--- src/rtl/sound_scheduler_pkg.sv ---
// Shared sound identifiers, duration table and state encoding for the sound scheduler.
// sound_t is also consumed by the audio block, so it lives here rather than in the scheduler.
package sound_scheduler_pkg;

    localparam int SOUND_W       = 3;
    localparam int N_SOUNDS      = 4;
    localparam int SOUND_STATE_W = 2;

    typedef enum logic [SOUND_W-1:0] {
        SOUND_NONE = 3'd0,
        CHOMP      = 3'd1,
        EAT_GHOST  = 3'd2,
        DEATH      = 3'd3,
        START      = 3'd4
    } sound_t;

    typedef enum logic [SOUND_STATE_W-1:0] {
        IDLE = 2'd0,
        PLAY = 2'd1,
        GAP  = 2'd2
    } state_t;

    // Play lengths in 8 kHz ticks, indexed by requester (sound_t value minus one).
    localparam int unsigned DURATION [N_SOUNDS] = '{800, 2400, 12000, 33600};

    // Counter preload for a sound; a zero-length entry still plays for one tick.
    function automatic int unsigned dur_load(input int unsigned ticks);
        return (ticks == 32'd0) ? 32'd0 : ticks - 32'd1;
    endfunction

    function automatic sound_t idx_to_sound(input int unsigned idx);
        return sound_t'(SOUND_W'(idx + 32'd1));
    endfunction

endpackage

--- src/rtl/sound_scheduler_prio_pick.sv ---
// Combinational fixed-priority picker: reports the highest set index of cand and whether any bit is set.
module sound_scheduler_prio_pick
    import sound_scheduler_pkg::*;
#(
    parameter int N     = 4,
    parameter int IDX_W = 2
) (
    input  logic [N-1:0]     cand,
    output logic [IDX_W-1:0] idx,
    output logic             vld
);

    always_comb begin
        idx = '0;
        vld = 1'b0;
        // Ascending scan so the highest set index is the one left standing.
        for (int i = 0; i < N; i++) begin
            if (cand[i]) begin
                idx = IDX_W'(i);
                vld = 1'b1;
            end
        end
    end

endmodule

--- src/rtl/sound_scheduler.sv ---
// Arbitrates game-event sound requests onto the single audio engine: latch, pick by fixed
// priority, play for the table duration in 8 kHz ticks, insert a silent gap, serve the next.
module sound_scheduler
    import sound_scheduler_pkg::*;
#(
    parameter int          N_REQ            = 4,
    parameter int          GAP_TICKS        = 80,
    parameter int          CNT_W            = 16,
    parameter int unsigned DUR_TAB [N_REQ]  = DURATION
) (
    input  logic             clk_25MHZ,
    input  logic             CPU_RESETN,
    input  logic             strobe_8khz,
    input  logic             mute,
    input  logic [N_REQ-1:0] req,
    output logic [N_REQ-1:0] grant,
    output sound_t           sound_type,
    output logic             busy
);

    localparam int IDX_W = (N_REQ > 1) ? $clog2(N_REQ) : 1;
    localparam logic [CNT_W-1:0] GAP_LOAD = (GAP_TICKS == 0) ? '0 : CNT_W'(GAP_TICKS - 1);

    state_t             state;
    state_t             state_next;
    logic [N_REQ-1:0]   pending;
    logic [N_REQ-1:0]   pending_next;
    logic [CNT_W-1:0]   cnt;
    logic [CNT_W-1:0]   cnt_next;
    logic [IDX_W-1:0]   cur;
    logic [IDX_W-1:0]   cur_next;
    logic [N_REQ-1:0]   grant_next;
    sound_t             sound_next;
    logic               busy_next;

    logic [N_REQ-1:0]   cand;
    logic [IDX_W-1:0]   pick_idx;
    logic               pick_vld;
    logic [N_REQ-1:0]   sel_mask;
    logic               tick_end;
    logic               load;

    // Mute blanks both fresh requests and the latched backlog.
    assign cand     = mute ? '0 : (pending | req);
    assign sel_mask = N_REQ'(1) << pick_idx;
    assign tick_end = strobe_8khz && (cnt == '0);

    sound_scheduler_prio_pick #(
        .N     (N_REQ),
        .IDX_W (IDX_W)
    ) u_pick (
        .cand (cand),
        .idx  (pick_idx),
        .vld  (pick_vld)
    );

    always_ff @(posedge clk_25MHZ or negedge CPU_RESETN) begin
        if (!CPU_RESETN) begin
            state      <= IDLE;
            pending    <= '0;
            cnt        <= '0;
            cur        <= '0;
            grant      <= '0;
            sound_type <= SOUND_NONE;
            busy       <= 1'b0;
        end else begin
            state      <= state_next;
            pending    <= pending_next;
            cnt        <= cnt_next;
            cur        <= cur_next;
            grant      <= grant_next;
            sound_type <= sound_next;
            busy       <= busy_next;
        end
    end

    always_comb begin
        state_next = state;
        load       = 1'b0;
        unique case (state)
            IDLE: begin
                if (pick_vld) begin
                    state_next = PLAY;
                    load       = 1'b1;
                end
            end
            PLAY: begin
                if (mute) begin
                    state_next = IDLE;
                end else if (pick_vld && (pick_idx > cur)) begin
                    // Preemption restarts PLAY; the interrupted sound is simply dropped.
                    load = 1'b1;
                end else if (tick_end) begin
                    if (GAP_TICKS != 0) begin
                        state_next = GAP;
                    end else if (pick_vld) begin
                        load = 1'b1;
                    end else begin
                        state_next = IDLE;
                    end
                end
            end
            GAP: begin
                if (mute) begin
                    state_next = IDLE;
                end else if (tick_end) begin
                    if (pick_vld) begin
                        state_next = PLAY;
                        load       = 1'b1;
                    end else begin
                        state_next = IDLE;
                    end
                end
            end
            default: state_next = IDLE;
        endcase
    end

    always_comb begin
        pending_next = cand;
        cnt_next     = cnt;
        cur_next     = cur;
        grant_next   = '0;
        sound_next   = sound_type;
        busy_next    = (state_next != IDLE);
        if (load) begin
            pending_next = cand & ~sel_mask;
            cnt_next     = CNT_W'(dur_load(DUR_TAB[pick_idx]));
            cur_next     = pick_idx;
            grant_next   = sel_mask;
            sound_next   = idx_to_sound(32'(pick_idx));
        end else if ((state_next == GAP) && (state != GAP)) begin
            cnt_next   = GAP_LOAD;
            sound_next = SOUND_NONE;
        end else if (state_next == IDLE) begin
            sound_next = SOUND_NONE;
        end else if (strobe_8khz && (cnt != '0)) begin
            cnt_next = cnt - CNT_W'(1);
        end
    end

endmodule

--- config.mk ---
export PLATFORM = sky130hd
export DESIGN_NAME = sound_scheduler
export DESIGN_NICKNAME = d
export VERILOG_FILES = /design/src/rtl/sound_scheduler_pkg.sv /design/src/rtl/sound_scheduler_prio_pick.sv /design/src/rtl/sound_scheduler.sv
export SDC_FILE = /design/constraint.sdc
export NUM_CORES = 1
export LEC_CHECK = 0
export CAP_MARGIN = 20
export CORE_MARGIN = 8
export CORE_UTILIZATION = 25
export DETAILED_ROUTE_END_ITERATION = 8
export MAX_ROUTING_LAYER = met4
export SLEW_MARGIN = 20
export SYNTH_ARGS = -nofsm -noshare
export SYNTH_HDL_FRONTEND = slang
export SYNTH_HIERARCHICAL = 1
export SYNTH_SLANG_ARGS = --single-unit
export TNS_END_PERCENT = 20
--- constraint.sdc ---
create_clock -name clk_25MHZ -period 3.2 [get_ports clk_25MHZ]
set_clock_uncertainty 0.2 [all_clocks]
set_input_delay 0.32 -clock clk_25MHZ [delete_from_list [all_inputs] [get_ports clk_25MHZ]]
set_output_delay 0.32 -clock clk_25MHZ [all_outputs]
set_load 0.05 [all_outputs]
; ---- After elaboration in Yosys (flattened, before gate mapping)
; Cells that the tools add are included.
[op_classes]
n_eq_ne = 5
addsub = 3
magnitude_cmp = 2
reduce_logical = 13
shift = 1
n_bitwise = 4
muxes = 35
[ops]
columns = cell, count
row1 = 2-to-1 mux 16 bit, 5
row2 = binary-select mux 32 bit (select 2 bit), 1
row3 = 2-to-1 mux 32 bit, 2
row4 = logical NOT 32 bit, 1
row5 = subtractor 16 x 1 -> 16 bit (second input constant), 2
row6 = logical NOT 16 bit, 1
row7 = 2-to-1 mux 2 bit, 8
row8 = nonzero test 16 bit, 1
row9 = 2-to-1 mux 4 bit, 3
row10 = 2-to-1 mux 1 bit, 11
row11 = 2-to-1 mux 3 bit, 3
row12 = one-hot mux 2 bit (3 select lines), 1
row13 = nonzero test 3 bit, 2
row14 = bitwise AND 4 bit, 1
row15 = equality test 2 bit (second input constant), 2
row16 = logical AND 1 bit, 4
row17 = logical NOT 2 bit, 2
row18 = NOT 4 bit, 1
row19 = OR 4 bit, 1
row20 = << shifter 1 x 2 -> 4 bit (first input constant), 1
row21 = adder 2 x 1 -> 3 bit (second input constant), 1
row22 = greater-or-equal comparator 3 bit (second input constant), 1
row23 = inequality test 3 bit (second input constant), 1
row24 = NOT 2 -> 3 bit, 1
row25 = 6 further kinds, 6
[totals]
out_inout_bits = 8
reg_bits = 32

; ---- Logic depth before layout (Yosys ltp)
; Gate-level depths: netlist of the first run.
[logic_depth]
word_depth = 14
depth_mapped = 13
depth_no_buf = 12

; ---- Hierarchy
; Netlist of the first run, hierarchy kept.
[by_module_without_submodules]
columns = mod, cells_per_inst, instances, area_per_inst_um2
row1 = sound_scheduler, 207, 1, 1969.4
row2 = sound_scheduler_prio_pick, 4, 1, 23.8

; ---- Worst setup path after synthesis of the first run
; No wires, ideal clock.
[synth_timing]
path_kind = in2reg
startpoint = input port mute
endpoint = register cnt[6]
path_stages = 11
path_buffers = 2
setup_time_ps = 139
path_slack_ps = 52
arrival_time_ps = 2810
path_cell_list = clkbuf_1 nor2_1 or2_1 ha_1 nor2b_1 o211ai_1 o22ai_1 nor3_1 buf_2 a21oi_1 a2bb2oi_1
[synth_lines]
columns = element, line_no
row1 = start: declaration, sound_scheduler.sv:14  ; input logic mute,
row2 = 2-to-1 mux 4 bit *, sound_scheduler.sv:44  ; assign cand = mute ? '0 : (pending | req);
row3 = net cand[2], sound_scheduler.sv:36  ; logic [N_REQ-1:0] cand;
row4 = 2-to-1 mux 2 bit * (2 in series), sound_scheduler_prio_pick.sv:18  ; if (cand[i]) begin
row5 = net pick_idx[1], sound_scheduler.sv:37  ; logic [IDX_W-1:0] pick_idx;
row6 = "parallel branches: the longest is 9 deep, another holds subtractor 16 x 1 -> 16 bit", --
row7 = end signal: assignment, sound_scheduler.sv:69  ; cnt <= cnt_next;
row8 = end: declaration, sound_scheduler.sv:28  ; logic [CNT_W-1:0] cnt;
; Mark *: on every way through the listed nets, which the timed path passes. The select of a mux whose other input is x is not followed.
; A chain may end at the register's enable or synchronous reset.

; ---- Worst setup path after layout of the first run
[layout_timing]
startpoint = input port mute
endpoint = register cnt[2]
; Same word-level chain as after synthesis.

==> results.py, run 1 <==
metrics = {
    "outcome": {
        "status": "complete, no violations",
    },
    "global_routing": {
        "grt-ovfl-total": 0,
        "grt_max_degree": 33,
        "grt_pass1_vias": 1748,
        "grt_usage_pct": 9.81,
        "antenna_found_initial": 0,
        "grt_pass1_wl_mm": 8.67,
    },
    "synth": {
        "syn_area_sq_um": 1990,
        "synth_flop_cell": "dfrtp_1",
        "seq_area_frac_synth_pct": 40.2,
        "synth_edf_count": 0,
        "yosysTopAreaCell": "dfrtp_1",
        "ys_async_sr_fraction_pct": 100,
        "synthCells": 211,
        "yosys_warnings": 6,
        "synth_area_per_cell_sq_um": 9.45,
        "synth.area.top_cells": "dfrtp_1 40%, ha_1 7.5%, nor2_1 3.6%, nor3_1 3.0%, nand2_1 2.3%",
        "synth_top_area_share_pct": 40.2,
        "synthTopCellsByCount": "32 x dfrtp_1, 19 x nor2_1, 12 x ha_1, 12 x nand2_1, 12 x nor3_1",
        "ys_ff_latch": 32,
        "yosysMostFrequentCell": "dfrtp_1",
        "ys_types": 52,
        "syn_nets": 231,
    },
    "cells_and_area": {
        "nets": 277,
        "diodes": 0,
        "drive_gt1_share_pct": 17.4,
        "syn2layout_area_growth_pct": 28.8,
    },
    "cts": {
        "cts_max_path_buffers": 2,
        "post_cts_resized": 0,
        "cts_tree": "yes",
        "numCtsBuffers": 5,
        "clk_latency_ns": 0.28,
        "clkTransAtPathRegs_ns": 0.07,
        "cts.htree.levels": 2,
        "cts_setup_buffers": 0,
        "cts_root_buffer": "clkbuf_8",
        "cts.sink_count": 32,
        "cts_hold_buf": 0,
    },
    "routing": {
        "vias_per_cell": 4.91,
        "num_vias": 1766,
        "wirelength_mm": 5.07,
        "drc": 0,
        "wl_per_cell_um": 14.1,
        "ant_nets": 0,
        "drtIter0Drc": 95,
        "first_pass_iters": 4,
    },
    "power": {
        "ir_drop_mv": 0.313,
        "p_per_area_nw_per_um2": 822,
        "p_leak_nw": 1.09,
        "power_mw": 2.11,
    },
    "placement": {
        "pre_cts_ws_ns": -0.0343,
        "routabilityCongestion": 0.842,
        "detailed_place_hpwl_mm": 3.89,
        "port_buffers": 15,
    },
    "floorplanning": {
        "fp.dieArea_sq_um": 11100,
        "io_pins": 16,
        "die_w_um": 105,
        "core_sq_um": 7730,
        "initial_core_util_pct": 25.8,
        "die_height_um": 105,
        "rows": 32,
    },
    "sta": {
        "slew_headroom_pct": 65.1,
        "rsz0062_at_grt": "no",
        "worstMarginPinSlew_ns": 0.523,
        "hold_violations": 0,
        "fmax_mhz": 338,
        "worst_slack_ns": 0.244,
        "min_period_ns": 2.96,
        "timing.setup.tns_ns": 0,
        "timing.final.max_slew_violations": 0,
        "setup_viol_count_final": 0,
        "fin_crit_sh_pct": 92.4,
    },
    "critical_path": {
        "startpoint_type": "input port",
        "r2r_cells": 10,
        "cp.arrival_ns": 2.93,
        "crit_required_ns": 3.17,
        "worstReg2RegEnd": "cnt[2]$_DFFE_PN0P_",
        "reg2reg_from": "pending[2]$_DFF_PN0_",
        "crit_fanout": 6,
        "r2r_slack_ns": 0.36,
        "setup.worst_path.end_class": "register",
        "critical_path_class": "input port to register",
    },
    "flow_run": {
        "drv_cap": 0,
    },
    "worst_hold_path": {
        "hold_class": "input port to async pin",
    },
}
[worst max path at each step]
stage / startpoint / to / slack [ns] / depth (start not counted)
floorplan: mute / cnt[6]$_DFFE_PN0P_ / 0.05 / 11
global route: req[2] / cnt[2]$_DFFE_PN0P_ / 0.09 / 11
CTS: mute / cnt[2]$_DFFE_PN0P_ / 0.26 / 10
global placement: mute / cnt[2]$_DFFE_PN0P_ / -0.005 / 10
finish: mute / cnt[2]$_DFFE_PN0P_ / 0.24 / 10
detailed placement: mute / cnt[2]$_DFFE_PN0P_ / -0.03 / 10
[layer usage]
layer	track usage (%)	part of all wire (%)
met4	2.85	0.79
met5	-	0
met3	2.56	4.5
met2	15.2	46
met1	12.3	49
[cell type report]
cell class	instances	area [sq um]
Clock buffer	5	68.8
Tap cell	102	128
Timing Repair Buffer	46	383
Multi-Input combinational cell	160	1100
Inverter	12	45.0
Clock inverter	3	42.5
Sequential cell	32	801
Fill cell	805	5160
[power by group]
group | switching [mW] | internal [mW] | total [mW] | leakage, nW
Combinational | 0.580 | 0.465 | 1.04 | 0.639
Clock | 0.157 | 0.230 | 0.387 | 0.0541
Sequential | 0.141 | 0.539 | 0.680 | 0.399
Total | 0.878 | 1.23 | 2.11 | 1.09
[cells by family after synthesis]
family                   synth area share [%]
adder cells (fa/ha/maj)                  7.53
flip-flops                               40.2
AND/OR/NAND/NOR                          25.3
AO/OA/AOI/OAI                            19.4
multiplexers                             2.07
XOR/XNOR                                0.879
buffers and inverters                    4.65
[sequential cells by signal (all words and copies together), names as in the netlist]
register,flops
grant,4
cnt,16
busy,1
sound_type,3
cur,2
pending,4
state,2
[placed cells by master, fill, tap and decap left out, types with 3 or more instances in the layout]
cell,synthesis,final
or4_1,4,4
a22oi_1,4,4
nor4_1,4,4
nor2b_1,3,3
mux2i_1,3,3
nor4b_1,3,3
inv_1,11,11
o22a_1,3,3
o21ai_0,7,7
clkdlybuf4s50_1,0,15
clkbuf_8,0,5
a22o_1,4,4
nand4_1,3,3
nand2_1,12,12
nor2_1,19,19
nor3_1,12,12
buf_4,1,31
and2_1,4,4
or3_1,7,7
o21ai_1,6,6
a21oi_1,8,8
o22ai_1,5,5
and2b_1,3,3
ha_1,12,12
dfrtp_1,32,32
[critical path: stages]
cell and delay, ns:
clkdlybuf4s50_1 0.57, nor2_1 0.08, or2_1 0.26, ha_1 0.29, nor2b_1 0.14, o211ai_1 0.26
o22ai_1 0.15, or3_1 0.49, o21a_1 0.21, o22a_1 0.16
[per-stage QoR]
step / hold WS [ns] / util (%) / std cells / instance area [sq um]
after floorplan: -0.176 / - / 211 / 1990
after global placement: 0.267 / 31.8 / 352 / 2460
after detailed placement: 0.276 / 31.8 / 352 / 2460
after CTS: 0.246 / 33.2 / 360 / 2570
after global routing: 0.287 / 33.2 / 360 / 2570
final: 0.228 / 33.2 / 360 / 2570
(Power assumes the default switching activity.)
==> run 2: changes to the inputs <==
--- a/config.mk
+++ b/config.mk
@@ -5,6 +5,7 @@
 export SDC_FILE = /design/constraint.sdc
 export NUM_CORES = 1
 export LEC_CHECK = 0
+export ABC_AREA = 1
 export CAP_MARGIN = 20
 export CORE_MARGIN = 8
 export CORE_UTILIZATION = 25
==> run 2 against run 1 <==
Die area grew 9.4%; synthesized area grew 11%; cell count grew 25%; cell area grew 4.8%; sequential share of layout area shrank 1.4 points; wire length grew 2.7%; total power grew 9.8%; sequential power grew 1%; combinational power grew 25%; count of clock-buffer cells in the layout grew 1; largest cell class unchanged; largest power group unchanged.
==> results.py, run 2 <==
metrics = {
    "cells_and_area": {
        "diodes": 0,
        "final_common_cell": "nand2_1",
        "largestRegisters": "cnt x16, grant x4, pending x4",
        "mostFrequentLayoutCells": "96 x nand2_1, 43 x inv_1, 40 x nor2_1",
        "largest_register_ffs": 16,
        "drive_gt1_share_pct": 13.7,
        "syn2layout_area_growth_pct": 21.5,
        "nets": 362,
        "top_register": "cnt",
    },
    "routing": {
        "vias_per_cell": 4.29,
        "num_vias": 1933,
        "drtIter0Drc": 95,
        "first_pass_iters": 5,
        "wl_per_cell_um": 11.5,
        "wirelength_mm": 5.20,
        "drc": 0,
        "ant_nets": 0,
    },
    "sta": {
        "worstMarginPinSlew_ns": 0.505,
        "rsz0062_at_grt": "no",
        "timing.setup.tns_ns": 0,
        "hold_violations": 0,
        "setup_viol_count_final": 0,
        "fmax_mhz": 359,
        "min_period_ns": 2.78,
        "timing.final.max_slew_violations": 0,
        "worst_slack_ns": 0.418,
        "slew_headroom_pct": 66.2,
        "fin_crit_sh_pct": 86.9,
    },
    "critical_path": {
        "setup.worst_path.end_class": "register",
        "startpoint_type": "input port",
        "critical_path_class": "input port to register",
        "cp.arrival_ns": 2.80,
        "crit_required_ns": 3.22,
        "path_cells": "clkdlybuf4s50_1, inv_1, o21ai_0, inv_1, inv_1, nand2_1, nand2_1, inv_1, ha_1, nand2_1, inv_1, nor2_1, nand2_2, buf_4, nand4_1, nor2_1, nor2_1, nand2_2, nand2_8, nand2_1, nand2_1",
        "crit_fanout": 16,
        "slowest_delay_ns": 0.48,
        "critical-path-slowest-cell": "clkdlybuf4s50_1",
    },
    "synth": {
        "synth_adder_area_share_pct": 6.78,
        "ys_types": 22,
        "synth_simple_gate_area_share_pct": 37.4,
        "synth_top_family_by_area": "simple AND/OR/NAND/NOR gates",
        "syn_nets": 330,
        "synth_edf_count": 0,
        "yosysMostFrequentCell": "nand2_1",
        "ys_ff_latch": 32,
        "synth_area_per_cell_sq_um": 7.15,
        "synthXorXnorAreaFrac_pct": 5.53,
        "synthTopCellsByCount": "96 x nand2_1, 43 x inv_1, 40 x nor2_1",
        "synthCells": 310,
        "ys_async_sr_fraction_pct": 100,
        "syn_area_sq_um": 2220,
        "synth_top_area_share_pct": 36.1,
        "synth.area.top_cells": "dfrtp_1 36%, nand2_1 16%, inv_1 7.3%, ha_1 6.8%, nor2_1 6.8%",
        "yosys_warnings": 6,
        "synth_flop_cell": "dfrtp_1",
        "synth-compound-area-share_pct": 5.19,
        "synthMuxAreaShare_pct": 0,
        "yosysTopAreaCell": "dfrtp_1",
        "seq_area_frac_synth_pct": 36.1,
    },
    "global_routing": {
        "grt_usage_pct": 9.69,
        "grt_max_degree": 33,
        "grt-ovfl-total": 0,
        "grt_pass1_wl_mm": 9.04,
        "antenna_found_initial": 0,
        "grt_pass1_vias": 1944,
    },
    "floorplanning": {
        "die_height_um": 110,
        "die_w_um": 110,
        "initial_core_util_pct": 25.5,
        "io_pins": 16,
        "rows": 34,
        "fp.dieArea_sq_um": 12100,
        "core_sq_um": 8680,
    },
    "flow_run": {
        "drv_cap": 0,
    },
    "placement": {
        "port_buffers": 15,
        "routabilityCongestion": 0.866,
        "detailed_place_hpwl_mm": 4.09,
        "pre_cts_ws_ns": 0.0614,
    },
    "power": {
        "ir_drop_mv": 0.240,
        "p_leak_nw": 1.41,
        "p_per_area_nw_per_um2": 862,
    },
    "cts": {
        "cts.htree.levels": 2,
        "cts_max_path_buffers": 2,
        "cts_root_buffer": "clkbuf_8",
        "clk_latency_ns": 0.29,
        "cts_setup_buffers": 0,
        "clkTransAtPathRegs_ns": 0.08,
        "cts_tree": "yes",
        "numCtsBuffers": 5,
        "cts.sink_count": 32,
    },
    "worst_hold_path": {
        "hold_class": "input port to async pin",
    },
    "outcome": {
        "status": "complete, no violations",
    },
}
## run 2: cell types whose count changed after synthesis, sizes merged, moves of 8 or more
cell,change
inv,+32
a21oi,-8
nor3,-11
xor2,+9
nand3,+15
nor2,+35
nand2,+91
## run 2: area by class of cell
class	instances	area, sq um
timing repair buffer	29	268
multi-input combinational	230	1230
clock inverter	2	10.0
inverter	44	165
fill	956	5990
sequential	32	801
tap	108	135
clock buffer	6	82.6
## run 2: report_power, final
group	switching (mW)	internal [mW]	total, mW
combinational	0.809	0.491	1.30
clock	0.159	0.172	0.331
sequential	0.144	0.543	0.688
total	1.11	1.21	2.32
## run 2: stage by stage
step	instance area, sq um	utilization, %	total power [mW]	instances	hold WS (ns)
finish	2690	31.0	2.32	451	0.234
global route	2690	31.0	2.54	451	0.267
global placement	2590	29.8	1.97	443	0.269
floorplan	2220	-	1.61	310	-0.176
CTS	2680	30.9	2.33	451	0.250
detailed placement	2590	29.8	1.99	443	0.273
## run 2: metal layers
metal	global-route usage, %	routed length (um)
met1	12.1	2600
met5	-	0
met2	14.6	2250
met3	2.91	295
met4	3.43	55
## run 2: cell families (layout without fill, tap and decap cells)
| group | after synthesis | count (layout) |
|---|---|---|
| adders and majority gates | 12 | 12 |
| AOI/OAI and AO/OA | 22 | 22 |
| buffers and inverters | 48 | 81 |
| xor gates and xnor gates | 14 | 14 |
| and+or+nand+nor | 182 | 182 |
| DFF | 32 | 32 |
## run 2: final timing paths
kind / cells after the start / slack [ns] / to / startpoint
setup / recovery: 21 / 0.42 / cnt[9]$_DFFE_PN0P_ / mute
hold / removal: 2 / 0.23 / grant[2]$_DFF_PN0_ / CPU_RESETN
setup reg to reg: 19 / 0.59 / cnt[9]$_DFFE_PN0P_ / pending[2]$_DFF_PN0_
hold reg to reg: 2 / 0.29 / cur[1]$_DFFE_PN0N_ / cur[1]$_DFFE_PN0N_
max in group asynchronous: 2 / 2.25 / cnt[13]$_DFFE_PN0P_ / CPU_RESETN
min in group clk_25MHZ: 2 / 0.29 / cur[1]$_DFFE_PN0N_ / cur[1]$_DFFE_PN0N_
## run 2: worst max-delay path, delay by kind of cell
family / cells / cell delay [ns]
compound gates: 1 / 0.12
fa+ha+maj: 1 / 0.27
buf+inv: 7 / 0.97
simple gates: 12 / 1.10
## run 2: repair_timing
action,4_1_cts,5_1_grt
hold buffers,0,0
setup endpoints to repair,0,18
gates resized for setup,0,3
==> run 3: changes to the inputs <==
--- a/config.mk
+++ b/config.mk
@@ -8,9 +8,11 @@
 export ABC_AREA = 1
 export CAP_MARGIN = 20
 export CORE_MARGIN = 8
-export CORE_UTILIZATION = 25
+export CORE_UTILIZATION = 46
 export DETAILED_ROUTE_END_ITERATION = 8
 export MAX_ROUTING_LAYER = met4
+export PLACE_DENSITY = 0.67
+export REMOVE_ABC_BUFFERS = 1
 export SLEW_MARGIN = 20
 export SYNTH_ARGS = -nofsm -noshare
 export SYNTH_HDL_FRONTEND = slang
==> run 3 against run 2 <==
Cell area shrank 4.6%; sequential cell count is the same; combinational power shrank 5%; sequential share of layout area grew 1.4 points; cell count shrank 13%; critical endpoint is now cnt[1]$_DFFE_PN0P_.
==> results.py, run 3 (synthesis results as in run 2) <==
metrics = {
    "outcome": {
        "status": "complete, no violations",
    },
    "cells_and_area": {
        "largestRegisters": "cnt x16, grant x4, pending x4",
        "nets": 358,
        "drive_gt1_share_pct": 12.1,
        "diodes": 0,
        "mostFrequentLayoutCells": "95 x nand2_1, 43 x inv_1, 40 x nor2_1",
        "ff_latch_area_sq_um": 801,
        "multi_input_area_sq_um": 1220,
        "largest_register_ffs": 16,
        "syn2layout_area_growth_pct": 15.9,
        "utilization_pct": 54.7,
        "top_register": "cnt",
        "final_common_cell": "nand2_1",
        "fillerInstances": 475,
        "final_area_sq_um": 2570,
    },
    "placement": {
        "port_buffers": 15,
        "place_area_sq_um": 2480,
        "pre_cts_ws_ns": -0.000922,
        "detailed_place_hpwl_mm": 3.76,
        "routabilityCongestion": 0.976,
    },
    "routing": {
        "wl_met2_mm": 2.05,
        "drtIter0Drc": 124,
        "drc": 0,
        "wirelength_mm": 4.88,
        "wl_met1_mm": 2.42,
        "wl_per_cell_um": 12.4,
        "met3_length_um": 333,
        "highest_layer": "met4",
        "vias_per_cell": 4.88,
        "ant_nets": 0,
        "num_vias": 1916,
        "first_pass_iters": 4,
    },
    "global_routing": {
        "grt_max_degree": 33,
        "grt-ovfl-total": 0,
        "grt_pass1_vias": 1920,
        "antenna_found_initial": 0,
        "grt_usage_pct": 15.5,
        "grt_pass1_wl_mm": 8.83,
    },
    "sta": {
        "rsz0062_at_grt": "no",
        "fin_crit_sh_pct": 88.0,
        "setup_viol_count_final": 0,
        "timing.final.max_slew_violations": 0,
        "fmax_mhz": 355,
        "min_period_ns": 2.82,
        "slew_headroom_pct": 66.0,
        "hold_violations": 0,
        "holdWs_ns": 0.236,
        "worst_slack_ns": 0.383,
        "worstMarginPinSlew_ns": 0.508,
    },
    "critical_path": {
        "path_cells": "clkdlybuf4s50_1, inv_1, o21ai_0, inv_1, inv_1, nand2_1, nand2_1, inv_1, ha_1, nand2_1, inv_1, nor2_1, nand2_2, o21ai_1, inv_1, o21ai_1, buf_4, nand2_1, nand2_1, inv_1, nand2_1, nand2_1",
        "slowest_delay_ns": 0.48,
        "worstSetupStartpoint": "mute",
        "critical-path-slowest-cell": "clkdlybuf4s50_1",
        "cp.arrival_ns": 2.79,
        "reg2reg_from": "pending[2]$_DFF_PN0_",
        "critical_path_class": "input port to register",
        "crit_fanout": 10,
        "startpoint_type": "input port",
        "crit_required_ns": 3.17,
        "crit_buf_inv": 9,
        "setup.worst_path.end_class": "register",
        "critical_path.top_delay_family": "buffers and inverters",
    },
    "power": {
        "ir_drop_mv": 0.463,
        "p_leak_nw": 1.38,
        "p_per_area_nw_per_um2": 875,
    },
    "cts": {
        "numCtsBuffers": 5,
        "cts.sink_count": 32,
        "cts_tree": "yes",
        "clkTransAtPathRegs_ns": 0.07,
        "cts_root_buffer": "clkbuf_8",
        "clk_latency_ns": 0.28,
        "cts.htree.levels": 2,
        "cts_max_path_buffers": 2,
    },
    "floorplanning": {
        "rows": 25,
        "fp.dieArea_sq_um": 7290,
        "die_w_um": 85.4,
        "io_pins": 16,
        "core_sq_um": 4690,
        "die_height_um": 85.4,
        "initial_core_util_pct": 47.2,
    },
    "worst_hold_path": {
        "hold_class": "input port to async pin",
    },
    "flow_run": {
        "drv_cap": 0,
    },
}
run 3: worst register-to-register path, cell delays in order, from the launching register on:
cell	delay, ns
dfrtp_1	0.37
o21ai_0	0.20
inv_1	0.09
inv_1	0.06
nand2_1	0.04
nand2_1	0.07
inv_1	0.06
ha_1	0.27
nand2_1	0.07
inv_1	0.03
nor2_1	0.10
nand2_2	0.11
o21ai_1	0.19
inv_1	0.06
o21ai_1	0.10
buf_4	0.21
nand2_1	0.12
nand2_1	0.08
inv_1	0.04
nand2_1	0.05
nand2_1	0.05
run 3: area by class of cell:
type                    instances  share of cell area [%]
well taps                      54                    2.63
multi-input cells             230                    47.5
repair buffers                 25                    8.77
flip-flops and latches         32                    31.2
clock buffers                   8                    3.51
inverters                      44                    6.43
run 3: what timing repair did:
action,4_1_cts,5_1_grt
hold buffers,0,0
setup endpoints to repair,0,16
buffers inserted,0,0
resized for setup,0,2
run 3: through the flow:
step	power, mW	TNS, ns	instances
2_1_floorplan	1.57	0	306
3_3_place_gp	1.92	0	385
3_5_place_dp	1.93	-0.000922	385
4_1_cts	2.26	0	393
5_1_grt	2.48	0	393
6_report	2.25	0	393
run 3: path summary, 6_finish.rpt:
check	endpoint	slack, ns	cells past startpoint
max	cnt[1]$_DFFE_PN0P_	0.38	22
min	cnt[12]$_DFFE_PN0P_	0.24	2
max reg2reg	cnt[1]$_DFFE_PN0P_	0.53	20
min reg2reg	cur[1]$_DFFE_PN0N_	0.30	2
max in group asynchronous	cnt[0]$_DFFE_PN0P_	2.26	2
min in group clk_25MHZ	cur[1]$_DFFE_PN0N_	0.30	2
run 3: layer usage:
| layer | up-vias | global-route usage, % |
|---|---|---|
| met5 | - | - |
| met4 | 0 | 4.78 |
| met3 | 5 | 3.28 |
| met2 | 43 | 23.1 |
| met1 | 859 | 20.5 |
| li1 | 1009 | - |
run 3: power breakdown:
group          switching, mW  internal [mW]  total, mW
logic                  0.797          0.443       1.24
clock network          0.144          0.175      0.320
registers              0.145          0.544      0.689
total                   1.09           1.16       2.25
